<file path="src/rtl/trace_check_pkg.sv">
// Shared types for the lockstep trace checker: FSM states, mismatch-mask bit
// positions and the per-step trace record {pc, instr, hi, lo}.
package trace_check_pkg;

    typedef enum logic [2:0] {
        ST_IDLE  = 3'd0,
        ST_RUN   = 3'd1,
        ST_DRAIN = 3'd2,
        ST_PASS  = 3'd3,
        ST_FAIL  = 3'd4
    } state_t;

    localparam int FLD_PC    = 0;
    localparam int FLD_INSTR = 1;
    localparam int FLD_HI    = 2;
    localparam int FLD_LO    = 3;

    typedef struct packed {
        logic [31:0] pc;
        logic [31:0] instr;
        logic [31:0] hi;
        logic [31:0] lo;
    } trace_rec_t;

endpackage

</file>
<file path="src/rtl/trace_field_cmp.sv">
// Combinational record comparator: per-field inequality mask plus the golden
// and live values of the highest-priority mismatching field (pc>instr>hi>lo).
// HI/LO only take part when TRACE_CHECK_HILO_EN is defined.
module trace_field_cmp
    import trace_check_pkg::*;
(
    input  trace_rec_t  gold,
    input  trace_rec_t  live,
    output logic [3:0]  mask,
    output logic [31:0] exp_val,
    output logic [31:0] got_val
);

    // Per-field inequality; HI/LO bits stay zero when that compare is disabled
    always_comb begin
        mask            = '0;
        mask[FLD_PC]    = (gold.pc != live.pc);
        mask[FLD_INSTR] = (gold.instr != live.instr);
`ifdef TRACE_CHECK_HILO_EN
        mask[FLD_HI]    = (gold.hi != live.hi);
        mask[FLD_LO]    = (gold.lo != live.lo);
`endif
    end

    // Report the first set mask bit in priority order
    always_comb begin
        exp_val = '0;
        got_val = '0;
        if (mask[FLD_PC]) begin
            exp_val = gold.pc;
            got_val = live.pc;
        end else if (mask[FLD_INSTR]) begin
            exp_val = gold.instr;
            got_val = live.instr;
        end else if (mask[FLD_HI]) begin
            exp_val = gold.hi;
            got_val = live.hi;
        end else if (mask[FLD_LO]) begin
            exp_val = gold.lo;
            got_val = live.lo;
        end
    end

endmodule

</file>
<file path="config.mk">
export PLATFORM = sky130hd
export DESIGN_NAME = trace_field_cmp
export DESIGN_NICKNAME = d
export VERILOG_FILES = /design/src/rtl/trace_check_pkg.sv /design/src/rtl/trace_field_cmp.sv
export SDC_FILE = /design/constraint.sdc
export NUM_CORES = 1
export LEC_CHECK = 0
export ABC_AREA = 1
export BUFFER_PORTS_ARGS = -buffer_cell sky130_fd_sc_hd__clkbuf_2
export CAP_MARGIN = 25
export CORE_AREA = 2 2 126 128
export DETAILED_ROUTE_END_ITERATION = 8
export DIE_AREA = 0 0 128 130
export SLEW_MARGIN = 10
export SYNTH_ARGS = -nofsm -noshare
export SYNTH_HDL_FRONTEND = slang
export SYNTH_SLANG_ARGS = --single-unit
</file>
<file path="constraint.sdc">
create_clock -name vclk -period 1.4
set_input_delay 0.21 -clock vclk [all_inputs]
set_output_delay 0.21 -clock vclk [all_outputs]
set_load 0.05 [all_outputs]
</file>
==> impl_metrics.toml <==
[pwr]
leakage_nw = 3.10
vdd_drop_max_v = 0.000143
power_per_cell_area_nw_per_um2 = 282
finalPower_mw = 1.68

[setup_path]
cp-start-kind = "primary input"
cp_data_arrival_time_ns = 1.73
worstPathMaxFanout = 5
critPathLaunch = "live[109]"
end_kind = "output port"
critPathKind = "primary input to output port"
crit_required_ns = 1.19

[logic_synthesis]
yosys.area.top_type_share_pct = 42.4
synth.distinct_cells = 17
syn_inst = 471
yosysWarnings = 0
synth_top_area_cell = "nand2_1"
ys_seq_area_share_pct = 0
yosys-top-cells-area = "nand2_1 (42%), nand3_1 (15%), inv_1 (11%), xnor2_1 (10%), nor2_1 (6.6%)"
postSynthAreaPerCell_um2 = 4.62
synth.cell_area_um2 = 2180

[drt]
dr.max_layer_used = "met5"
vias = 3753
met2_length_um = 6770
wire_per_inst_um = 13.8
vias_per_cell = 4.13
ant_nets = 0
met3_length_um = 765
drc_errors = 0
firstDrtPassIters = 4
wl_met1_um = 4970
drtIter0Drc = 96
wirelength_um = 12600

[min_path]
min_path_cells = 4
min_from = "live[120]"
hp-class = "primary input to output port"

[global_route]
antenna_found_initial = 1
grt_pass1_wl_um = 15800
grt_max_degree = 34
grt_pass1_vias = 3343
gr-total-overflow = 0
grt.total_usage_pct = 11.5

[layout]
final_common_cell = "nand2_1"
area_growth_pct = 174
flops_and_latches = 0
multi_input_area_um2 = 2740
fin_util_pct = 38.7
n_fill_cell = 1532
antennaDiodeCount = 0
nNetsFinal = 975
seq_area_um2 = 0
nClkBuffers = 0
drive_gt1_share_pct = 62.3
layout_common_cells = "nand2_1 (132), clkbuf_2 (94), nand2_4 (84)"

[floorplanning]
core_um2 = 15400
core.rowCount = 46
chipHeight_um = 130
io_pins = 324
die_area_um2 = 16600
die_x_um = 128
initial_core_util_pct = 14.1

[timing]
finalSetupViolations = 66
period_needed_ns = 1.94
rsz0062_at_grt = "yes"
drv_slew = 0
timing.hold.ws_ns = 0.753
fmax_ghz = 0.516
hold_violations = 0
setup_ws_ns = -0.537
fin_crit_sh_pct = 138

[cts]
hold_buffers = 0

[placed_design]
dp_hpwl_um = 8160
portBuffers = 194
place.gp.congestion = 0.773
place_ws_ns = -0.778

[outcome]
outcome = "complete, but fails checks"
violations = "setup timing"

[run]
maxCapViolCount = 0
repair_timing:
action | CTS | global route
setup buffers | 3 | 6
cloned | 2 | 10
pin swaps | 5 | 54
gates resized for setup | 141 | 241
setup endpoints to repair | 66 | 66
critical path, stage by stage:
cell and delay, ns:
clkbuf_2 0.11, xnor2_2 0.20, nand3_2 0.14, nor2_4 0.18, nand2_4 0.08, nor2_8 0.11
buf_12 0.13, buf_6 0.10, clkbuf_16 0.15, nand3_2 0.09, nand2_4 0.08, buf_8 0.13
cells by family after synthesis:
kind of cell              Yosys count  share of synthesized area, %
xor gates and xnor gates           30                          12.1
buffers and inverters              84                          21.0
other                               1                         0.172
and+or+nand+nor                   356                          66.8
path summary, 6_finish.rpt:
kind / to / slack [ns]
max: got_val[4] / -0.54
min: got_val[24] / 0.75
stage by stage:
step	TNS, ns	instances	area, µm²
floorplan	-8.23	472	2690
global placement	-47.57	889	4240
detailed placement	-47.49	889	4240
CTS	-38.62	894	4950
global route	-38.27	909	5960
finish	-31.39	909	5960
layout make-up:
class	count	share of cell area, %
timing repair buffer	267	46.2
tap	192	4.03
multi-input combinational	388	45.9
inverter	62	3.90
metal layers:
| layer | GRT usage [%] | vias up |
|---|---|---|
| met3 | 2.13 | 8 |
| met1 | 13.9 | 1702 |
| met2 | 22.3 | 142 |
| met4 | 0.323 | 2 |
| met5 | 0 | - |
| li1 | - | 1899 |
report_power, final:
part	switching, mW	internal [mW]
Combinational	0.892	0.787
Clock	0	0
Sequential	0	0
Total	0.892	0.787
synth_stat cells, drive strengths merged:
master / count
buf: 21
clkbuf: 1
conb: 1
inv: 62
nand2: 248
nand3: 65
nand4: 1
nor2: 42
xnor2: 25
xor2: 5
No activity file was read; power rests on OpenSTA's default activity.
